<file path="src/rtl/ch0re_alu_arbiter_pkg.sv">
// Shared types for the execute-stage ALU and its request arbiter.
package ch0re_types;

  typedef enum logic [3:0] {
    ALU_ADD  = 4'd0,
    ALU_SUB  = 4'd1,
    ALU_AND  = 4'd2,
    ALU_OR   = 4'd3,
    ALU_XOR  = 4'd4,
    ALU_SLL  = 4'd5,
    ALU_SRL  = 4'd6,
    ALU_SRA  = 4'd7,
    ALU_SLT  = 4'd8,
    ALU_SLTU = 4'd9
  } alu_op_e;

  typedef struct packed {
    logic [63:0] res;
    logic        zero;
    logic        less;
  } alu_rsp_t;

  localparam int unsigned ALU_ARB_MAX_REQ = 8;

  // Distance of idx from the round-robin pointer, counting upward with wrap.
  function automatic int unsigned rr_dist(input int unsigned idx, input int unsigned ptr,
                                          input int unsigned n);
    return (idx + n - ptr) % n;
  endfunction

endpackage

</file>
<file path="src/rtl/ch0re_alu_arbiter_rr_pick.sv">
// Combinational round-robin picker: first valid index at or above the pointer, with wrap.
module ch0re_rr_pick
  import ch0re_types::*;
#(
  parameter int unsigned N  = 2,
  parameter int unsigned IW = 1
) (
  input  logic [N-1:0]  valid_i,
  input  logic [IW-1:0] ptr_i,
  output logic [N-1:0]  onehot_o,
  output logic [IW-1:0] idx_o,
  output logic          any_o
);

  int unsigned best_d;
  int unsigned ptr_int;

  always_comb begin
    best_d  = N;
    ptr_int = 32'(ptr_i);
    idx_o   = '0;
    any_o   = 1'b0;
    for (int unsigned j = 0; j < N; j++) begin
      if (valid_i[j] && (rr_dist(j, ptr_int, N) < best_d)) begin
        best_d = rr_dist(j, ptr_int, N);
        idx_o  = IW'(j);
        any_o  = 1'b1;
      end
    end
  end

  always_comb begin
    onehot_o = '0;
    for (int unsigned j = 0; j < N; j++) begin
      onehot_o[j] = any_o && (idx_o == IW'(j));
    end
  end

endmodule

</file>
<file path="src/rtl/ch0re_alu_arbiter.sv">
// Round-robin arbiter sharing one combinational ALU between NUM_REQ requesters.
// Optional per-requester accept counters on o_grant_cnt when CH0RE_ALU_ARB_STATS_EN is defined.
module ch0re_alu_arbiter
  import ch0re_types::*;
#(
  parameter int unsigned NUM_REQ = 2,
  parameter int unsigned ID_W    = (NUM_REQ > 1) ? $clog2(NUM_REQ) : 1
) (
  input  logic                       i_clk,
  input  logic                       i_rst_n,
  input  logic [NUM_REQ-1:0]         i_req_valid,
  output logic [NUM_REQ-1:0]         o_req_ready,
  input  alu_op_e [NUM_REQ-1:0]      i_req_op,
  input  logic [NUM_REQ-1:0][63:0]   i_req_s1,
  input  logic [NUM_REQ-1:0][63:0]   i_req_s2,
  output alu_op_e                    o_alu_op,
  output logic [63:0]                o_alu_s1,
  output logic [63:0]                o_alu_s2,
  input  logic [63:0]                i_alu_res,
  input  logic                       i_alu_zero,
  input  logic                       i_alu_less,
  output logic                       o_rsp_valid,
  input  logic                       i_rsp_ready,
  output logic [ID_W-1:0]            o_rsp_id,
  output logic [63:0]                o_rsp_res,
  output logic                       o_rsp_zero,
`ifdef CH0RE_ALU_ARB_STATS_EN
  output logic [NUM_REQ-1:0][31:0]   o_grant_cnt,
`endif
  output logic                       o_rsp_less
);

  logic [ID_W-1:0]    ptr_q, ptr_d;
  logic               rsp_valid_q, rsp_valid_d;
  logic [ID_W-1:0]    rsp_id_q, rsp_id_d;
  alu_rsp_t           rsp_q, rsp_d;

  logic [NUM_REQ-1:0] win_onehot;
  logic [ID_W-1:0]    win_idx;
  logic               win_any;
  logic               slot_free;
  logic               grant;

  ch0re_rr_pick #(
    .N  (NUM_REQ),
    .IW (ID_W)
  ) u_pick (
    .valid_i  (i_req_valid),
    .ptr_i    (ptr_q),
    .onehot_o (win_onehot),
    .idx_o    (win_idx),
    .any_o    (win_any)
  );

  // Reset gates the grant so nothing is accepted while the slot is being cleared.
  assign slot_free   = !rsp_valid_q || i_rsp_ready;
  assign grant       = i_rst_n && slot_free && win_any;
  assign o_req_ready = grant ? win_onehot : '0;

  always_comb begin
    o_alu_op = ALU_ADD;
    o_alu_s1 = '0;
    o_alu_s2 = '0;
    if (grant) begin
      o_alu_op = i_req_op[win_idx];
      o_alu_s1 = i_req_s1[win_idx];
      o_alu_s2 = i_req_s2[win_idx];
    end
  end

  always_comb begin
    ptr_d       = ptr_q;
    rsp_valid_d = rsp_valid_q;
    rsp_id_d    = rsp_id_q;
    rsp_d       = rsp_q;
    if (grant) begin
      ptr_d       = (win_idx == ID_W'(NUM_REQ - 1)) ? '0 : win_idx + 1'b1;
      rsp_valid_d = 1'b1;
      rsp_id_d    = win_idx;
      rsp_d.res   = i_alu_res;
      rsp_d.zero  = i_alu_zero;
      rsp_d.less  = i_alu_less;
    end else if (i_rsp_ready) begin
      rsp_valid_d = 1'b0;
    end
  end

  always_ff @(posedge i_clk or negedge i_rst_n) begin
    if (!i_rst_n) begin
      ptr_q       <= '0;
      rsp_valid_q <= 1'b0;
      rsp_id_q    <= '0;
      rsp_q       <= '0;
    end else begin
      ptr_q       <= ptr_d;
      rsp_valid_q <= rsp_valid_d;
      rsp_id_q    <= rsp_id_d;
      rsp_q       <= rsp_d;
    end
  end

  assign o_rsp_valid = rsp_valid_q;
  assign o_rsp_id    = rsp_id_q;
  assign o_rsp_res   = rsp_q.res;
  assign o_rsp_zero  = rsp_q.zero;
  assign o_rsp_less  = rsp_q.less;

`ifdef CH0RE_ALU_ARB_STATS_EN
  logic [NUM_REQ-1:0][31:0] grant_cnt_q;

  always_ff @(posedge i_clk or negedge i_rst_n) begin
    if (!i_rst_n) begin
      grant_cnt_q <= '0;
    end else begin
      for (int unsigned k = 0; k < NUM_REQ; k++) begin
        if (i_req_valid[k] && o_req_ready[k]) begin
          grant_cnt_q[k] <= grant_cnt_q[k] + 32'd1;
        end
      end
    end
  end

  assign o_grant_cnt = grant_cnt_q;
`endif

endmodule

</file>
<file path="config.mk">
export PLATFORM = sky130hd
export DESIGN_NAME = ch0re_alu_arbiter
export DESIGN_NICKNAME = d
export VERILOG_FILES = /design/src/rtl/ch0re_alu_arbiter_pkg.sv /design/src/rtl/ch0re_alu_arbiter_rr_pick.sv /design/src/rtl/ch0re_alu_arbiter.sv
export SDC_FILE = /design/constraint.sdc
export NUM_CORES = 1
export LEC_CHECK = 0
export ABC_AREA = 1
export CORE_AREA = 8 8 201 203
export CTS_CLUSTER_SIZE = 30
export DETAILED_ROUTE_END_ITERATION = 10
export DIE_AREA = 0 0 209 211
export MAX_ROUTING_LAYER = met4
export SETUP_SLACK_MARGIN = 0.5
export SLEW_MARGIN = 5
export SYNTH_ARGS = -nofsm -noshare
export SYNTH_HDL_FRONTEND = slang
export SYNTH_SLANG_ARGS = --single-unit
export TNS_END_PERCENT = 1
</file>
<file path="constraint.sdc">
create_clock -name i_clk -period 1.7 [get_ports i_clk]
set_input_delay 0.17 -clock i_clk [delete_from_list [all_inputs] [get_ports i_clk]]
set_output_delay 0.17 -clock i_clk [all_outputs]
set_load 0.02 [all_outputs]
</file>
==> results of run 1 <==
[per-layer routing]
metal  global-route usage  vias to the layer above  part of all wire
li1                     -                     3621                 -
met1                0.175                     3666              0.39
met2                0.258                      411              0.48
met3               0.0473                       56             0.086
met4               0.0642                        0             0.041
met5                    -                        -                 0
[flip-flops by register name (all words and copies together), names as in the netlist]
name / count
o_rsp_valid: 1
o_rsp_zero: 1
o_rsp_id: 1
ptr_q: 1
o_rsp_less: 1
o_rsp_res: 64
[stage by stage]
step,TNS (ns),total power [W],setup WS (ns)
finish,-16.06,0.00833,-0.203
global route,-28.44,0.00879,-0.299
CTS,-27.94,0.00823,-0.350
detailed placement,-93.40,0.00618,-0.699
global placement,-91.79,0.00616,-0.713
floorplan,0,0.00378,0.191
[worst max-delay path: stages (launching register included)]
cell	delay, ns
dfrtp_1	0.36
inv_2	0.07
nand2_8	0.11
buf_12	0.18
buf_12	0.14
clkbuf_16	0.15
nand3_2	0.07
a21oi_2	0.18
buf_6	0.14
[placed cells by master (no fill, tap or decap), types with 2 or more instances in the layout]
cell,instances
clkdlybuf4s50_1,331
nand2_1,264
nand3_1,193
a21oi_2,109
buf_4,102
dfrtp_1,69
buf_6,61
clkdlybuf4s15_2,42
buf_12,24
clkbuf_2,21
a21oi_1,19
clkbuf_16,12
buf_2,8
nand3_2,7
nand2_2,5
buf_8,5
nand2_8,4
inv_1,4
a21oi_4,4
buf_16,3
inv_2,2
bufinv_16,2
clkinv_2,2
dlygate4sd2_1,2
[worst min path at each step]
stage	startpoint	endpoint	slack, ns	depth (start not counted)
2_1_floorplan	i_rst_n	o_rsp_id	-0.13	0
3_3_place_gp	o_rsp_res[34]	o_rsp_res[34]	0.45	2
3_5_place_dp	o_rsp_res[55]	o_rsp_res[55]	0.46	2
4_1_cts	i_rst_n	o_rsp_res[19]	0.12	2
5_1_grt	i_rst_n	o_rsp_res[27]	0.15	2
6_report	i_rst_n	o_rsp_res[27]	0.05	2
[kinds of logic after synthesis]
kind of cell | count (synthesis) | share of synthesized area
AOI/OAI and AO/OA | 132 | 0.133
buffers and inverters | 85 | 0.106
DFF | 69 | 0.348
and+or+nand+nor | 475 | 0.413
[power groups by stage]
| stage | Clock, W | Sequential, W | Combinational, W |
|---|---|---|---|
| 6_report | 0.00199 | 0.00206 | 0.00428 |
| 5_1_grt | 0.00211 | 0.00210 | 0.00458 |
| 4_1_cts | 0.00207 | 0.00207 | 0.00409 |
| 3_5_place_dp | 0 | 0.00208 | 0.00409 |
| 3_3_place_gp | 0 | 0.00207 | 0.00409 |
| 2_1_floorplan | 0 | 0.00240 | 0.00138 |
[layout make-up]
cell class	count	area, um^2	area share
repair buffers	605	6170	0.510
multi-input cells	608	3280	0.271
flip-flops and latches	69	1730	0.143
well taps	474	593	0.0490
clock buffers	9	225	0.0186
clock inverters	6	87.6	0.00723
inverters	6	22.5	0.00186
diodes	1	2.50	0.000207
[repair_timing]
action | CTS | global route
pin swaps | 25 | 27
gates cloned | 1 | 8
endpoints found under the setup margin | 271 | 226
buffers inserted | 0 | 6
resized for setup | 705 | 186
==> impl_metrics.ini, run 1 <==
[critical_path]
crit_type = reg -> out
crit_fanout = 8
r2r_setup_slack_ns = 0.22
arrival_ns = 1.73
r2r_end = o_rsp_res[61]
start_kind = flip-flop
critPathCaptureType = output pin
r2r-start = o_rsp_valid
r2r_cells = 6
cp.required_ns = 1.53
crit_path_end = o_alu_s2[45]
startpoint = ptr_q

[hold_path]
holdCritPathClass = in -> async

[synth]
syn_inst = 761
ys_top_cells_by_count = 270 x nand2_1, 200 x nand3_1, 132 x a21oi_1
ys.flop_type = dfrtp_1
avgSynthCellArea_um2 = 6.52
yosys_warnings = 0
syn_nets = 1096
synthTopCellsByArea = dfrtp_1 35%, nand2_1 20%, nand3_1 20%
yosysMostFrequentCell = nand2_1
netlist_area_um2 = 4960
synth_seq_cells = 69
synth_edf_count = 0
ys_types = 12
yosysSeqAreaShare = 0.348
synth.largest_area_cell = dfrtp_1
synth_top_cell_area_share = 0.348
synthArstFlopShare = 1.00

[global_route]
globalRouteTotalUtil = 0.156
grt_overflow = 0
antenna_found_initial = 1
grt_pass1_wl_um = 51800
grt_pass1_vias = 8030
grt_max_degree = 70

[sta]
fin_skew_ns = 0.00627
setup_ws_ns = -0.203
hold_ws_ns = 0.0452
setup_viol = 134
fmax_mhz = 526
max_slew_margin = 0.377
period_share = 1.12
rsz0062_at_grt = yes
hold_viol = 0
slew_viol_final = 0
period_needed_ns = 1.90
tightest_slew_ns = 0.935

[power]
p_sw_frac = 0.373
p_int_w = 0.00523
leakage_nw = 5.30
combPwrFrac = 0.514
ir_drop_v = 0.000544
clkPwrFrac = 0.239
pwr_density_cell_nw_per_um2 = 688
switchingPower_w = 0.00311
sequentialPowerShare = 0.248

[drt]
drc = 0
drt-wirelength-per-cell_um = 20.7
vias = 7754
antenna_left = 0
drt_iter0_drc = 545
viasPerCell = 4.36
wl_um = 36700
first_pass_iters = 6

[cells_and_area]
fin_util = 0.326
area_growth_pct = 144
fin_cells = 1778
drive_above_1_share = 0.322
num-fill-cells = 3909
final_cell_area_um2 = 12100
nets = 1634

[place]
place_hpwl_um = 28500
numPortBuffers = 536
place_inst = 1747
place.gp.congestion = 0.921
placed_cell_area_um2 = 11300

[floorplan]
fp.dieW_um = 209
row_count = 71
fp.dieH_um = 211
ios = 537
initial_core_util = 0.134
dieArea_um2 = 44100
core-area_um2 = 37100

[clock_network]
clk_pin_slew_ns = 0.06
clk_path_buf_depth = 2
cts_tree = yes
clockRootBuffer = clkbuf_16
clkSinkCount = 69
clk-insertion-delay-late_ns = 0.33
ctsHtreeMaxLevel = 3
cts_hold_buf = 0
cts_buffers = 9

[run]
maxCapViolations = 0

[status]
violations = negative setup slack
status = finished with violations
Power figures use the tool's default switching activity.
==> run 2, diff against run 1 <==
--- a/config.mk
+++ b/config.mk
@@ -6,14 +6,13 @@
 export NUM_CORES = 1
 export LEC_CHECK = 0
 export ABC_AREA = 1
-export CORE_AREA = 8 8 201 203
+export CORE_AREA = 8 8 205 207
 export CTS_CLUSTER_SIZE = 30
 export DETAILED_ROUTE_END_ITERATION = 10
-export DIE_AREA = 0 0 209 211
+export DIE_AREA = 0 0 213 215
 export MAX_ROUTING_LAYER = met4
 export SETUP_SLACK_MARGIN = 0.5
 export SLEW_MARGIN = 5
 export SYNTH_ARGS = -nofsm -noshare
 export SYNTH_HDL_FRONTEND = slang
 export SYNTH_SLANG_ARGS = --single-unit
-export TNS_END_PERCENT = 1
==> impl_metrics.ini, run 2 (synthesis results as in run 1) <==
[global_route]
grt_max_degree = 70
globalRouteTotalUtil = 0.157
grt_overflow = 0
grt_pass1_wl_um = 53600
grt_pass1_vias = 8194
antenna_found_initial = 1

[clock_network]
clkSinkCount = 69
cts_tree = yes
ctsHtreeMaxLevel = 3
clk-insertion-delay-late_ns = 0.33
cts_buffers = 9
clk_pin_slew_ns = 0.06
clk_path_buf_depth = 2
clockRootBuffer = clkbuf_16

[cells_and_area]
fin_cells = 1890
largest_reg_flops = 64
nets = 1694
final_cell_area_um2 = 14700
final_cell_mix = 399 x clkdlybuf4s50_1, 206 x nand2_1, 146 x nand3_1, 103 x buf_6, 92 x buf_4
drive_above_1_share = 0.397
final_common_cell = clkdlybuf4s50_1
area_growth_pct = 195

[sta]
slew_viol_final = 0
hold_ws_ns = 0.0586
setup_viol = 134
fmax_mhz = 499
max_slew_margin = 0.398
period_share = 1.18
hold_viol = 0
rsz0062_at_grt = yes
fin_skew_ns = 0.00459
setup_ws_ns = -0.306
tightest_slew_ns = 0.904
period_needed_ns = 2.01

[floorplan]
fp.dieW_um = 213
fp.dieH_um = 215
row_count = 73
dieArea_um2 = 45800
ios = 537
core-area_um2 = 39000
initial_core_util = 0.127

[critical_path]
r2r_cells = 9
startpoint = ptr_q
cp.required_ns = 1.53
critPathCaptureType = output pin
start_kind = flip-flop
crit_type = reg -> out
r2r-start = o_rsp_valid
crit_fanout = 8
arrival_ns = 1.84
r2r_setup_slack_ns = 0.21
r2r_end = o_rsp_res[49]

[power]
p_total_w = 0.00982
pwr_density_cell_nw_per_um2 = 670
combPwrFrac = 0.558
p_sw_frac = 0.369
ir_drop_v = 0.000596
sequentialPowerShare = 0.211
leakage_nw = 6.04
switchingPower_w = 0.00363
clkPwrFrac = 0.231
p_int_w = 0.00619

[drt]
drt_iter0_drc = 397
m1WireLength_um = 15900
highest_layer = met4
drc = 0
wl_met2_um = 20200
met3WireLength_um = 3620
viasPerCell = 4.30
antenna_left = 0
wl_um = 41000
vias = 8124
first_pass_iters = 5
drt-wirelength-per-cell_um = 21.7

[status]
violations = negative setup slack
status = finished with violations

[place]
place_inst = 1802
place_ws_ns = -0.776
place_hpwl_um = 29800
numPortBuffers = 536
placed_cell_area_um2 = 12400
place.gp.congestion = 0.947

[hold_path]
holdCritPathClass = in -> async

[run]
maxCapViolations = 0
run 2: worst max-delay path, stage by stage, from the launching register on:
cell	delay, ns
dfrtp_1	0.38
inv_2	0.10
nand2_8	0.08
nand2_8	0.13
buf_12	0.12
buf_16	0.13
buf_8	0.13
nand2_4	0.05
a21oi_4	0.22
buf_6	0.15
run 2: power groups by stage:
stage / combinational, W / clock (W) / sequential (W)
6_report: 0.00548 / 0.00227 / 0.00207
4_1_cts: 0.00471 / 0.00233 / 0.00208
3_3_place_gp: 0.00447 / 0 / 0.00209
2_1_floorplan: 0.00179 / 0 / 0.00241
5_1_grt: 0.00575 / 0.00238 / 0.00211
3_5_place_dp: 0.00448 / 0 / 0.00209
run 2: worst max path at each step:
stage,end
2_1_floorplan,o_alu_s1[38]
3_3_place_gp,o_alu_s2[50]
3_5_place_dp,o_alu_s2[50]
4_1_cts,o_alu_s1[34]
5_1_grt,o_alu_op[3]
6_report,o_alu_s2[59]
run 2: what timing repair did:
action | CTS | global route
pin swaps | 9 | 27
endpoints found under the setup margin | 271 | 271
buffers inserted | 7 | 39
hold buffers | 0 | 0
gates cloned | 4 | 21
gates resized for setup | 465 | 363
run 2: layer usage:
metal	GRT usage	vias to the layer above
met3	0.0426	53
met5	-	-
met1	0.179	3881
met4	0.0543	0
li1	-	3754
met2	0.264	436
run 2: area by class of cell:
type,instances,area [um^2]
Antenna cell,1,2.50
Clock buffer,11,253
Clock inverter,5,106
Fill cell,3862,24300
Inverter,6,22.5
Multi-Input combinational cell,607,4510
Sequential cell,69,1730
Tap cell,525,657
Timing Repair Buffer,666,7390
run 2: stage by stage:
step | util | setup TNS (ns)
finish | 0.376 | -24.73
global route | 0.376 | -36.16
CTS | 0.337 | -31.71
detailed placement | 0.317 | -112.20
global placement | 0.317 | -111.64
floorplan | - | 0
